**src/rtl/attack_anim_sequencer.sv**
```systemverilog
// -----------------------------------------------------------------------------
// attack_anim_sequencer
//
// Battle-screen attack animation engine.
// - Divides the system clock down to an animation frame tick.
// - Counts frames from 0 up to END_FRAME.
// - Moves the attacker along a ping-pong dash.
// - Sequences up to NUM_SPRITES sprite drawers through an enable/done
//   handshake, and muxes the active drawer's pixel stream onto one plot bus.
//
// Ports
//   clock        in   system clock, all state on the rising edge
//   reset_all    in   asynchronous active-low reset
//   start        in   one-cycle run request, ignored while busy
//   abort        in   synchronous cancel, highest priority after reset
//   draw_en      out  one-hot level enable per drawer
//   draw_done    in   per-drawer completion pulse
//   spr_x/y/c    in   packed drawer pixel buses, channel i in slice i
//   spr_plot     in   per-drawer write strobe
//   atk_x/atk_y  out  attacker position (BASE_X + dash offset, BASE_Y)
//   out_x/out_y/out_colour/out_plot  out  muxed pixel bus
//   frame_pulse  out  one-cycle animation tick
//   frame_count  out  current frame number
//   shift        out  pulse when frame_count becomes SHIFT_FRAME
//   done         out  pulse when frame_count becomes END_FRAME
//   busy         out  high from start acceptance until done or abort
// -----------------------------------------------------------------------------
module attack_anim_sequencer #(
  parameter int FRAME_DIV   = 833334,
  parameter int CNT_W       = 6,
  parameter int SHIFT_FRAME = 50,
  parameter int END_FRAME   = 60,
  parameter int NUM_SPRITES = 2,
  parameter int X_W         = 9,
  parameter int Y_W         = 8,
  parameter int C_W         = 3,
  parameter int BASE_X      = 65,
  parameter int BASE_Y      = 93,
  parameter int STEP        = 1,
  parameter int DASH_MAX    = 40
) (
  input  logic                       clock,
  input  logic                       reset_all,
  input  logic                       start,
  input  logic                       abort,
  output logic [NUM_SPRITES-1:0]     draw_en,
  input  logic [NUM_SPRITES-1:0]     draw_done,
  input  logic [NUM_SPRITES*X_W-1:0] spr_x,
  input  logic [NUM_SPRITES*Y_W-1:0] spr_y,
  input  logic [NUM_SPRITES*C_W-1:0] spr_c,
  input  logic [NUM_SPRITES-1:0]     spr_plot,
  output logic [X_W-1:0]             atk_x,
  output logic [Y_W-1:0]             atk_y,
  output logic [X_W-1:0]             out_x,
  output logic [Y_W-1:0]             out_y,
  output logic [C_W-1:0]             out_colour,
  output logic                       out_plot,
  output logic                       frame_pulse,
  output logic [CNT_W-1:0]           frame_count,
  output logic                       shift,
  output logic                       done,
  output logic                       busy
);

  localparam int CH_W  = (NUM_SPRITES > 1) ? $clog2(NUM_SPRITES) : 1;
  localparam int DIV_W = $clog2(FRAME_DIV);

  typedef enum logic [1:0] {IDLE, DRAW, WAIT_FRAME} state_t;

  state_t                 state_q;
  logic [CH_W-1:0]        ch_q;
  logic [CNT_W-1:0]       frame_count_q;
  logic [X_W:0]           offset_q;
  logic                   dir_left_q;
  logic [DIV_W-1:0]       div_q;
  logic                   pending_q;
  logic                   busy_q;
  logic [NUM_SPRITES-1:0] draw_en_q;
  logic                   shift_q;
  logic                   done_q;
  logic                   frame_pulse_q;

  logic [CNT_W-1:0]       frame_count_d;
  logic [X_W:0]           offset_d;
  logic                   dir_left_d;
  logic [X_W:0]           offset_up;
  logic [X_W:0]           offset_dn;
  logic [CH_W-1:0]        ch_d;
  logic                   tick;

  function automatic logic [NUM_SPRITES-1:0] onehot(input logic [CH_W-1:0] idx);
    logic [NUM_SPRITES-1:0] v;
    v      = '0;
    v[idx] = 1'b1;
    return v;
  endfunction

  assign tick          = busy_q && (div_q == DIV_W'(FRAME_DIV - 1));
  assign frame_count_d = frame_count_q + CNT_W'(1);
  assign ch_d          = ch_q + CH_W'(1);

  // Ping-pong dash: climb until the next step would pass DASH_MAX, then
  // turn around and descend, parking at zero for the rest of the run.
  always_comb begin
    offset_up  = offset_q + (X_W+1)'(STEP);
    offset_dn  = (offset_q >= (X_W+1)'(STEP)) ? (offset_q - (X_W+1)'(STEP)) : '0;
    offset_d   = offset_dn;
    dir_left_d = 1'b1;
    if (!dir_left_q && (offset_up <= (X_W+1)'(DASH_MAX))) begin
      offset_d   = offset_up;
      dir_left_d = 1'b0;
    end
  end

  always_ff @(posedge clock or negedge reset_all) begin
    if (!reset_all) begin
      state_q       <= IDLE;
      ch_q          <= '0;
      frame_count_q <= '0;
      offset_q      <= '0;
      dir_left_q    <= 1'b0;
      div_q         <= '0;
      pending_q     <= 1'b0;
      busy_q        <= 1'b0;
      draw_en_q     <= '0;
      shift_q       <= 1'b0;
      done_q        <= 1'b0;
      frame_pulse_q <= 1'b0;
    end else begin
      shift_q       <= 1'b0;
      done_q        <= 1'b0;
      frame_pulse_q <= 1'b0;

      // Frame divider. A tick latches into pending so a long draw never
      // loses it; repeated ticks just keep the single pending credit.
      if (busy_q) begin
        if (tick) begin
          div_q         <= '0;
          frame_pulse_q <= 1'b1;
          pending_q     <= 1'b1;
        end else begin
          div_q <= div_q + DIV_W'(1);
        end
      end

      if (abort) begin
        state_q   <= IDLE;
        busy_q    <= 1'b0;
        draw_en_q <= '0;
      end else begin
        case (state_q)
          IDLE: begin
            if (start) begin
              frame_count_q <= '0;
              offset_q      <= '0;
              dir_left_q    <= 1'b0;
              div_q         <= '0;
              pending_q     <= 1'b0;
              ch_q          <= '0;
              draw_en_q     <= onehot('0);
              busy_q        <= 1'b1;
              state_q       <= DRAW;
            end
          end
          DRAW: begin
            if (draw_done[ch_q]) begin
              if ((frame_count_q >= CNT_W'(SHIFT_FRAME)) &&
                  (ch_q < CH_W'(NUM_SPRITES - 1))) begin
                ch_q      <= ch_d;
                draw_en_q <= onehot(ch_d);
              end else begin
                draw_en_q <= '0;
                state_q   <= WAIT_FRAME;
              end
            end
          end
          WAIT_FRAME: begin
            if (pending_q) begin
              // Consume the credit; a tick landing on this very edge
              // belongs to the next frame and stays pending.
              pending_q     <= tick;
              frame_count_q <= frame_count_d;
              offset_q      <= offset_d;
              dir_left_q    <= dir_left_d;
              if (frame_count_d == CNT_W'(SHIFT_FRAME)) begin
                shift_q <= 1'b1;
              end
              if (frame_count_d == CNT_W'(END_FRAME)) begin
                done_q  <= 1'b1;
                busy_q  <= 1'b0;
                state_q <= IDLE;
              end else begin
                ch_q      <= '0;
                draw_en_q <= onehot('0);
                state_q   <= DRAW;
              end
            end
          end
          default: begin
            state_q   <= IDLE;
            busy_q    <= 1'b0;
            draw_en_q <= '0;
          end
        endcase
      end
    end
  end

  // Unpack the per-channel pixel slices so the mux reads as an array index.
  logic [X_W-1:0] px_x [NUM_SPRITES];
  logic [Y_W-1:0] px_y [NUM_SPRITES];
  logic [C_W-1:0] px_c [NUM_SPRITES];

  for (genvar gi = 0; gi < NUM_SPRITES; gi++) begin : g_slice
    assign px_x[gi] = spr_x[gi*X_W +: X_W];
    assign px_y[gi] = spr_y[gi*Y_W +: Y_W];
    assign px_c[gi] = spr_c[gi*C_W +: C_W];
  end

  always_comb begin
    out_x      = '0;
    out_y      = '0;
    out_colour = '0;
    out_plot   = 1'b0;
    if (state_q == DRAW) begin
      out_x      = px_x[ch_q];
      out_y      = px_y[ch_q];
      out_colour = px_c[ch_q];
      out_plot   = spr_plot[ch_q];
    end
  end

  assign atk_x       = X_W'(BASE_X) + offset_q[X_W-1:0];
  assign atk_y       = Y_W'(BASE_Y);
  assign draw_en     = draw_en_q;
  assign frame_pulse = frame_pulse_q;
  assign frame_count = frame_count_q;
  assign shift       = shift_q;
  assign done        = done_q;
  assign busy        = busy_q;

endmodule

```
**config.mk**
```make
export PLATFORM = sky130hd
export DESIGN_NAME = attack_anim_sequencer
export DESIGN_NICKNAME = d
export VERILOG_FILES = /design/src/rtl/attack_anim_sequencer.sv
export SDC_FILE = /design/constraint.sdc
export NUM_CORES = 1
export LEC_CHECK = 0
export CAP_MARGIN = 20
export CORE_MARGIN = 1.5
export CORE_UTILIZATION = 47
export DETAILED_ROUTE_END_ITERATION = 12
export HOLD_SLACK_MARGIN = 0.1
export PLACE_DENSITY = 0.8
export SYNTH_ARGS = -nofsm -noshare
export SYNTH_HDL_FRONTEND = slang
export SYNTH_SLANG_ARGS = --single-unit
```
**constraint.sdc**
```tcl
create_clock -name clock -period 2.9 [get_ports clock]
set_input_delay 0.58 -clock clock [delete_from_list [all_inputs] [get_ports clock]]
set_output_delay 0.58 -clock clock [all_outputs]
set_load 0.005 [all_outputs]
```
==> results of run 1 <==
-- cells in the final DEF (no fill, tap or decap), types with 9 or more instances in the layout --
| master | n |
|---|---|
| clkdlybuf4s50_1 | 88 |
| nor2_1 | 69 |
| dfrtp_1 | 46 |
| nand2_1 | 31 |
| mux2i_1 | 23 |
| a21oi_1 | 17 |
| xor2_1 | 15 |
| xnor2_1 | 14 |
| inv_1 | 13 |
| nand3_1 | 12 |
| nand4_1 | 10 |
| o21ai_0 | 10 |
| nor3_1 | 9 |
| ha_1 | 9 |
-- per-stage QoR --
| step | total power [mW] | instance area, um^2 | setup slack (ns) | hold WS (ns) |
|---|---|---|---|---|
| finish | 1.68 | 4140 | 0.179 | 0.222 |
| floorplan | 1.03 | 3190 | 0.765 | 0.284 |
| detailed placement | 1.26 | 4040 | 0.432 | 0.482 |
| global placement | 1.25 | 4040 | 0.555 | 0.478 |
| global route | 1.78 | 4140 | 0.0366 | 0.246 |
| CTS | 1.70 | 4140 | 0.0964 | 0.228 |
-- synth_stat cells (2+ instances only) --
cell type / n / area share
conb_1: 2 / 0.0024
dfrtp_1: 47 / 0.37
a21oi_1: 17 / 0.027
nand3b_1: 3 / 0.0071
buf_6: 2 / 0.0071
nor3_1: 9 / 0.014
xor2_1: 15 / 0.042
buf_2: 6 / 0.0095
inv_1: 13 / 0.015
buf_4: 10 / 0.024
or3_1: 2 / 0.0040
nor3b_1: 2 / 0.0047
a22o_1: 3 / 0.0083
and3_1: 8 / 0.016
clkbuf_1: 12 / 0.014
a221o_1: 3 / 0.0095
nand2b_1: 3 / 0.0059
o21bai_1: 2 / 0.0047
nor2b_1: 2 / 0.0040
o22ai_1: 2 / 0.0040
o21ai_0: 10 / 0.016
nand4_1: 10 / 0.020
or2_2: 3 / 0.0059
nand3_1: 12 / 0.019
nand2_1: 31 / 0.037
ha_1: 9 / 0.036
nor4_1: 2 / 0.0040
mux2i_1: 23 / 0.073
xnor2_1: 14 / 0.039
a31oi_1: 6 / 0.012
nor2_1: 69 / 0.082
-- worst min path at each step --
stage,to,slack (ns),cells past startpoint
floorplan,busy,0.28,0
global placement,draw_en[1],0.48,1
detailed placement,draw_en[0],0.48,1
CTS,frame_count[1],0.23,1
global route,offset_q[1],0.25,1
finish,frame_count[5],0.22,1
-- logic make-up after synthesis --
family / Yosys count
multiplexers: 24
AND/OR/NAND/NOR: 162
AO/OA/AOI/OAI: 56
XOR/XNOR: 29
flip-flops: 47
other: 2
adder cells (fa/ha/maj): 9
buffers and inverters: 44
-- layer usage --
layer | GRT usage | wire [um] | vias up
li1 | - | - | 1411
met2 | 0.385 | 3830 | 109
met4 | 0.0835 | 76 | 0
met3 | 0.0613 | 515 | 8
met5 | 0 | 0 | -
met1 | 0.271 | 3270 | 1395
-- final cells by class --
| cell class | count | area [um^2] | area share |
|---|---|---|---|
| sequential | 47 | 1180 | 0.284 |
| timing repair buffer | 94 | 936 | 0.226 |
| multi-input combinational | 288 | 1780 | 0.431 |
| inverter | 13 | 48.8 | 0.0118 |
| clock buffer | 8 | 100 | 0.0242 |
| tap | 77 | 96.3 | 0.0233 |
-- registers in the layout (all words and copies together) (netlist names), 2 cells and up --
name	flops
div_q	20
offset_q	10
draw_en	2
state_q	2
frame_count	6
-- power groups by stage --
stage	clock network [mW]	logic [mW]	registers [mW]
2_1_floorplan	0	0.293	0.734
3_3_place_gp	0	0.486	0.763
3_5_place_dp	0	0.495	0.766
4_1_cts	0.445	0.499	0.753
5_1_grt	0.470	0.543	0.763
6_report	0.430	0.492	0.754
-- timing repair --
action,4_1_cts,5_1_grt
hold buffers,0,0
gates resized for setup,0,1
buffers inserted,0,0
hold endpoints to repair,0,0
setup endpoints to repair,0,1
==> flow_metrics.py, run 1 <==
metrics = {
    "timing": {
        "setup_viol": 0,
        "timing.final.crit_share": 0.938,
        "slew_violations": 0,
        "rsz0062_at_grt": "false",
        "finalSetupTns_ns": 0,
        "fin_crit_ns": 2.72,
        "slew_headroom": 0.534,
        "clock_skew_ns": 0.00455,
        "hold_viol": 0,
        "max_freq_ghz": 0.368,
        "tightestPinTransition_ns": 0.697,
    },
    "power_and_ir_drop": {
        "internal-power_mw": 1.19,
        "sw_frac_of_total": 0.290,
        "power_frac_seq": 0.450,
        "power_density_nw_per_um2": 405,
        "p_switching_mw": 0.487,
        "power_frac_comb": 0.294,
        "vdd_drop_max_uv": 210,
        "p_leak_nw": 1.74,
        "pwr-share-clk": 0.256,
    },
    "clock_tree": {
        "cts.sinks": 47,
        "clk_latency_ns": 0.30,
        "cts.clk_slew.worst_paths_ns": 0.08,
        "cts_buffers": 5,
        "root_buffer": "clkbuf_8",
        "cts_tree": "built",
        "cts_buffer_depth": 2,
        "cts-htree-levels": 2,
    },
    "drt": {
        "antenna_violating_nets_post_route": 0,
        "wl_per_cell_um": 14.6,
        "first_pass_iters": 8,
        "drt_iter0_markers": 130,
        "vias_per_cell": 5.55,
        "routed-via-count": 2923,
        "wl_um": 7700,
        "route.detailed.drc": 1,
    },
    "synth": {
        "synth_seq_cells": 47,
        "muxShareOfSynthArea": 0.0763,
        "avgSynthCellArea_um2": 8.48,
        "synth_xor_area_frac": 0.0803,
        "synth_top_family_by_area": "simple AND/OR/NAND/NOR gates",
        "ys_seq_area_frac": 0.372,
        "yosys_warnings": 0,
        "syn_area_um2": 3160,
        "synthAdderAreaFrac": 0.0356,
        "syn_inst": 373,
        "ys_types": 52,
        "synthArstFlopShare": 1.00,
        "synth-compound-area-share": 0.121,
        "synthSimpleGateAreaFrac": 0.241,
        "synth-edff-count": 0,
        "synth-main-ff-cell": "dfrtp_1",
    },
    "setup_path": {
        "path_cells": "nand3_2 > nor3_1 > a21oi_1 > xnor2_1 > clkdlybuf4s50_1",
        "critPathMaxStageDelay_ns": 0.53,
        "arrival_ns": 2.14,
        "crit_path_max_fanout": 7,
        "rr_startpoint": "offset_q[1]",
        "cp_data_required_time_ns": 2.32,
        "cpMaxStageDelayCell": "clkdlybuf4s50_1",
        "crit_buf_inv": 1,
        "endpoint": "atk_x[7]",
        "worstSetupEndpointType": "output pin",
        "cp-startpoint": "offset_q[4]",
        "critPathLaunchType": "register",
        "critPathKind": "register to output pin",
        "timing.critical_path.max_delay_family": "buffers and inverters",
        "rr_worst_depth": 7,
        "cp.depth": 5,
        "rr_endpoint": "offset_q[3]",
        "reg2reg_slack_ns": 0.47,
    },
    "global_route": {
        "grt_start_max_net_pins": 30,
        "grt.total_usage": 0.225,
        "overflow": 0,
        "grt_pass1_wl_um": 13200,
        "antenna_found_initial": 0,
        "grt_pass1_vias": 2987,
    },
    "run_status": {
        "outcome": "finished with violations",
        "violations": "DRC",
    },
    "floorplanning": {
        "coreArea_um2": 6420,
        "dieArea_um2": 7230,
        "io_pins": 98,
        "die_h_um": 85.0,
        "die_w_um": 85.0,
        "initial_core_util": 0.492,
        "rows": 29,
    },
    "placed_design": {
        "placement.io_buffers": 89,
        "place_inst": 519,
        "gp_congestion": 0.838,
        "hpwl_um": 5630,
    },
    "flow_run": {
        "drv_cap": 0,
    },
    "final_layout": {
        "instances_no_fill": 527,
        "fillCellCount": 533,
        "finish.utilization": 0.645,
        "drive_gt1_frac": 0.0489,
        "syn_to_final_growth_pct": 30.9,
        "diodes": 0,
        "fin_nets": 506,
    },
    "min_path": {
        "hp-class": "input port to async pin",
    },
}
Note: power is estimated with default switching activity, not from simulation.
==> inputs of run 2 (changes only) <==
--- a/config.mk
+++ b/config.mk
@@ -6,9 +6,11 @@
 export NUM_CORES = 1
 export LEC_CHECK = 0
 export CAP_MARGIN = 20
+export CORE_ASPECT_RATIO = 0.5
 export CORE_MARGIN = 1.5
 export CORE_UTILIZATION = 47
 export DETAILED_ROUTE_END_ITERATION = 12
+export GPL_ROUTABILITY_DRIVEN = 0
 export HOLD_SLACK_MARGIN = 0.1
 export PLACE_DENSITY = 0.8
 export SYNTH_ARGS = -nofsm -noshare
==> run 2 against run 1 <==
Against the previous run:
- the flow now finishes without violations
- design area grew 1.6%
- setup slack improved by 0.036 ns
- die area rose by 0.42%
- fmax is 1.3% higher
- clock power grew 41%
- critical path depth is the same
- sequential share of layout area fell by 0.44 points
- largest power group unchanged
- routed wire length is 3.6% higher
- non-clock buffer count grew 1
==> flow_metrics.py, run 2 (same netlist as run 1, synthesis figures left out) <==
metrics = {
    "final_layout": {
        "fillCellCount": 537,
        "final_cell_area_um2": 4210,
        "top_register": "div_q",
        "finish.utilization": 0.670,
        "mostFrequentLayoutCells": "clkdlybuf4s50_1, nor2_1, dfrtp_1, nand2_1, mux2i_1",
        "diodes": 0,
        "final_common_cell": "clkdlybuf4s50_1",
        "drive_gt1_frac": 0.0510,
        "fin_nets": 507,
        "largest_register_ffs": 20,
        "syn_to_final_growth_pct": 33.0,
    },
    "power_and_ir_drop": {
        "power_density_nw_per_um2": 439,
        "vdd_drop_max_uv": 246,
        "p_leak_nw": 1.77,
        "totalPowerFinal_mw": 1.85,
    },
    "timing": {
        "slew_headroom": 0.632,
        "finalSetupTns_ns": 0,
        "slew_violations": 0,
        "fin_crit_ns": 2.68,
        "hold_viol": 0,
        "max_freq_ghz": 0.372,
        "setup_viol": 0,
        "rsz0062_at_grt": "false",
        "timing.final.crit_share": 0.926,
        "clock_skew_ns": 0.00879,
        "tightestPinTransition_ns": 0.549,
    },
    "global_route": {
        "grt.total_usage": 0.224,
        "grt_pass1_wl_um": 12600,
        "grt_start_max_net_pins": 34,
        "antenna_found_initial": 0,
        "grt_pass1_vias": 2624,
        "overflow": 0,
    },
    "placed_design": {
        "placement.io_buffers": 89,
        "hpwl_um": 5860,
        "dpl_cell_area_um2": 4050,
    },
    "floorplanning": {
        "dieArea_um2": 7260,
        "rows": 20,
        "die_h_um": 61.0,
        "coreArea_um2": 6280,
        "io_pins": 98,
        "initial_core_util": 0.504,
        "die_w_um": 119,
    },
    "setup_path": {
        "critPathLaunchType": "register",
        "arrival_ns": 2.10,
        "cp_data_required_time_ns": 2.32,
        "worstSetupEndpointType": "output pin",
        "crit_path_max_fanout": 7,
        "critPathKind": "register to output pin",
    },
    "drt": {
        "first_pass_iters": 4,
        "antenna_violating_nets_post_route": 0,
        "wl_per_cell_um": 14.8,
        "route.detailed.drc": 0,
        "drt_iter0_markers": 191,
        "routed-via-count": 2863,
        "wl_um": 7980,
        "vias_per_cell": 5.31,
    },
    "clock_tree": {
        "cts_hold_buf": 0,
        "cts_buffer_depth": 2,
        "cts_tree": "built",
        "cts.sinks": 47,
        "cts.clk_slew.worst_paths_ns": 0.06,
        "cts_buffers": 5,
        "clk_latency_ns": 0.29,
        "cts-htree-levels": 2,
        "root_buffer": "clkbuf_16",
    },
    "min_path": {
        "hp-class": "input port to async pin",
    },
    "flow_run": {
        "drv_cap": 0,
    },
    "run_status": {
        "outcome": "completed",
    },
}
[run 2: where the power goes]
group	switching (mW)	internal, mW
Sequential	0.0533	0.691
Clock	0.239	0.367
Combinational	0.223	0.272
[run 2: final cells by class]
type / count / area (um^2) / share of cell area
Sequential cell: 47 / 1180 / 0.280
Clock buffer: 8 / 156 / 0.0372
Tap cell: 88 / 110 / 0.0262
Multi-Input combinational cell: 288 / 1780 / 0.424
Inverter: 13 / 48.8 / 0.0116
Timing Repair Buffer: 95 / 931 / 0.221
[run 2: repair_timing]
action	4_1_cts	5_1_grt
setup buffers	0	0
endpoints found under the setup margin	0	1
resized for setup	0	1
[run 2: through the flow]
step           worst slack, ns  hold slack [ns]  std cells
2_1_floorplan            0.765            0.284        379
3_3_place_gp             0.537            0.476        531
3_5_place_dp             0.460            0.476        531
4_1_cts                  0.158            0.192        539
5_1_grt                 0.0483            0.200        539
6_report                 0.215            0.179        539
[run 2: worst max-delay path, cell delays in order, from the launching register on]
cell and delay (ns):
dfrtp_1 0.50, nand3_2 0.19, nor3_1 0.30, a21oi_1 0.15
xnor2_1 0.16, clkdlybuf4s50_1 0.51
[run 2: metal layers]
metal,routed length (um),global-route usage
met4,103,0.0602
met5,0,0
met3,623,0.0833
met2,3760,0.376
met1,3490,0.280
[run 2: worst paths after layout]
check / from / end / depth (start not counted) / slack [ns]
setup / recovery: offset_q[4] / atk_x[7] / 5 / 0.22
setup reg to reg: offset_q[1] / offset_q[5] / 8 / 0.63
min in group clock: draw_en[1] / draw_en[1] / 1 / 0.49
max in group asynchronous: reset_all / offset_q[0] / 2 / 1.98
hold reg to reg: draw_en[1] / draw_en[1] / 1 / 0.49
hold / removal: reset_all / frame_count[0] / 1 / 0.18
==> inputs of run 3 (changes only) <==
--- a/config.mk
+++ b/config.mk
@@ -13,6 +13,7 @@
 export GPL_ROUTABILITY_DRIVEN = 0
 export HOLD_SLACK_MARGIN = 0.1
 export PLACE_DENSITY = 0.8
+export RECOVER_POWER = 100
 export SYNTH_ARGS = -nofsm -noshare
 export SYNTH_HDL_FRONTEND = slang
 export SYNTH_SLANG_ARGS = --single-unit
==> run 3 against run 2 <==
Against the previous run:
- register-to-register slack lost 0.19 ns
- global-route usage stayed put
- critical path depth stayed put
- routed wire length is essentially flat
- clock skew shrank 0.00079 ns
- cell count did not move
- sequential cell count did not move
- sequential power hardly changed
- non-clock buffer count is the same
- via count rose by 0.80%
- fmax hardly changed
- combinational power decreased by 4.6%
- critical endpoint unchanged
==> flow_metrics.py, run 3 (same netlist as run 1, synthesis figures left out) <==
metrics = {
    "run_status": {
        "outcome": "completed",
    },
    "global_route": {
        "grt.total_usage": 0.224,
        "overflow": 0,
        "grt_start_max_net_pins": 34,
        "grt_pass1_vias": 2624,
        "antenna_found_initial": 0,
        "grt_pass1_wl_um": 12600,
    },
    "setup_path": {
        "rr_startpoint": "busy",
        "rr_endpoint": "div_q[12]",
        "crit_path_max_fanout": 7,
        "timing.critical_path.max_delay_family": "buffers and inverters",
        "endpoint": "atk_x[7]",
        "path_cells": "nand3_2 > nor3_1 > a21oi_1 > xnor2_1 > clkdlybuf4s50_1",
        "crit_buf_inv": 1,
        "cp-startpoint": "offset_q[4]",
        "critPathKind": "register to output pin",
        "cp_data_required_time_ns": 2.32,
        "worstSetupEndpointType": "output pin",
        "arrival_ns": 2.10,
        "rr_worst_depth": 6,
        "cpMaxStageDelayCell": "clkdlybuf4s50_1",
        "cp.depth": 5,
        "reg2reg_slack_ns": 0.44,
        "critPathMaxStageDelay_ns": 0.51,
        "critPathLaunchType": "register",
    },
    "clock_tree": {
        "cts_buffers": 5,
        "root_buffer": "clkbuf_16",
        "cts_tree": "built",
        "cts.sinks": 47,
        "clk_latency_ns": 0.29,
        "cts_hold_buf": 0,
        "cts-htree-levels": 2,
        "cts_buffer_depth": 2,
        "cts.clk_slew.worst_paths_ns": 0.06,
    },
    "power_and_ir_drop": {
        "p_leak_nw": 1.87,
        "power_density_nw_per_um2": 435,
        "totalPowerFinal_mw": 1.82,
        "vdd_drop_max_uv": 244,
    },
    "drt": {
        "wl_per_cell_um": 14.8,
        "first_pass_iters": 5,
        "drt_iter0_markers": 179,
        "vias_per_cell": 5.35,
        "routed-via-count": 2886,
        "antenna_violating_nets_post_route": 0,
        "wl_um": 7980,
        "route.detailed.drc": 0,
    },
    "timing": {
        "tightestPinTransition_ns": 1.02,
        "slew_headroom": 0.317,
        "clock_skew_ns": 0.00800,
        "max_freq_ghz": 0.373,
        "finalSetupTns_ns": 0,
        "rsz0062_at_grt": "false",
        "timing.final.crit_share": 0.925,
        "setup_viol": 0,
        "fin_crit_ns": 2.68,
        "hold_ws_ns": 0.336,
        "hold_viol": 0,
        "slew_violations": 0,
    },
    "floorplanning": {
        "die_w_um": 119,
        "dieArea_um2": 7260,
        "initial_core_util": 0.504,
        "io_pins": 98,
        "coreArea_um2": 6280,
        "die_h_um": 61.0,
        "rows": 20,
    },
    "final_layout": {
        "mostFrequentLayoutCells": "nor2_1, clkdlybuf4s50_1, dfrtp_1, dlygate4sd3_1, nand2_1",
        "drive_gt1_frac": 0.0443,
        "fin_nets": 507,
        "diodes": 0,
        "fillCellCount": 544,
        "syn_to_final_growth_pct": 32.4,
        "final_common_cell": "nor2_1",
        "largest_register_ffs": 20,
        "top_register": "div_q",
        "final_cell_area_um2": 4190,
    },
    "min_path": {
        "hp-class": "input port to async pin",
    },
    "placed_design": {
        "dpl_cell_area_um2": 4050,
        "hpwl_um": 5860,
        "placement.io_buffers": 89,
    },
    "flow_run": {
        "drv_cap": 0,
    },
}
==> run 3: worst min path at each step <==
stage / from / endpoint / slack [ns] / cells after the start
floorplan: reset_all / busy / 0.28 / 0
detailed placement: draw_en[0] / draw_en[0] / 0.48 / 1
global route: reset_all / frame_count[0] / 0.41 / 1
finish: reset_all / frame_count[0] / 0.34 / 1
global placement: draw_en[0] / draw_en[0] / 0.48 / 1
CTS: reset_all / frame_count[0] / 0.19 / 1
==> run 3: layout make-up <==
cell class	count	area, um^2	share of cell area
sequential	47	1180	0.281
multi-input combinational	288	1770	0.424
tap	88	110	0.0263
clock buffer	8	156	0.0373
timing repair buffer	95	921	0.220
inverter	13	48.8	0.0117
==> run 3: where the power goes <==
group	internal, mW	leakage (nW)	switching (mW)
Clock	0.367	0.0772	0.238
Sequential	0.691	0.648	0.0535
Combinational	0.251	1.14	0.221
Total	1.31	1.87	0.512
==> run 3: routing by layer <==
layer  wire length (um)  global-route usage  vias up
met5                  0                   0        -
met4                 79              0.0602        0
met3                617              0.0833        7
met2               3750               0.376       91
met1               3530               0.280     1362
li1                   -                   -     1426
==> run 3: stage by stage <==
stage,setup slack (ns),instances,util
after floorplan,0.765,379,-
after global placement,0.537,531,0.645
after detailed placement,0.460,531,0.645
after CTS,0.158,539,0.670
after global routing,0.0483,539,0.667
final,0.217,539,0.667
==> run 3: what timing repair did <==
action / CTS / global route
setup buffers: 0 / 0
resized for setup: 0 / 1
endpoints found under the hold margin: 0 / 0
setup endpoints to repair: 0 / 1
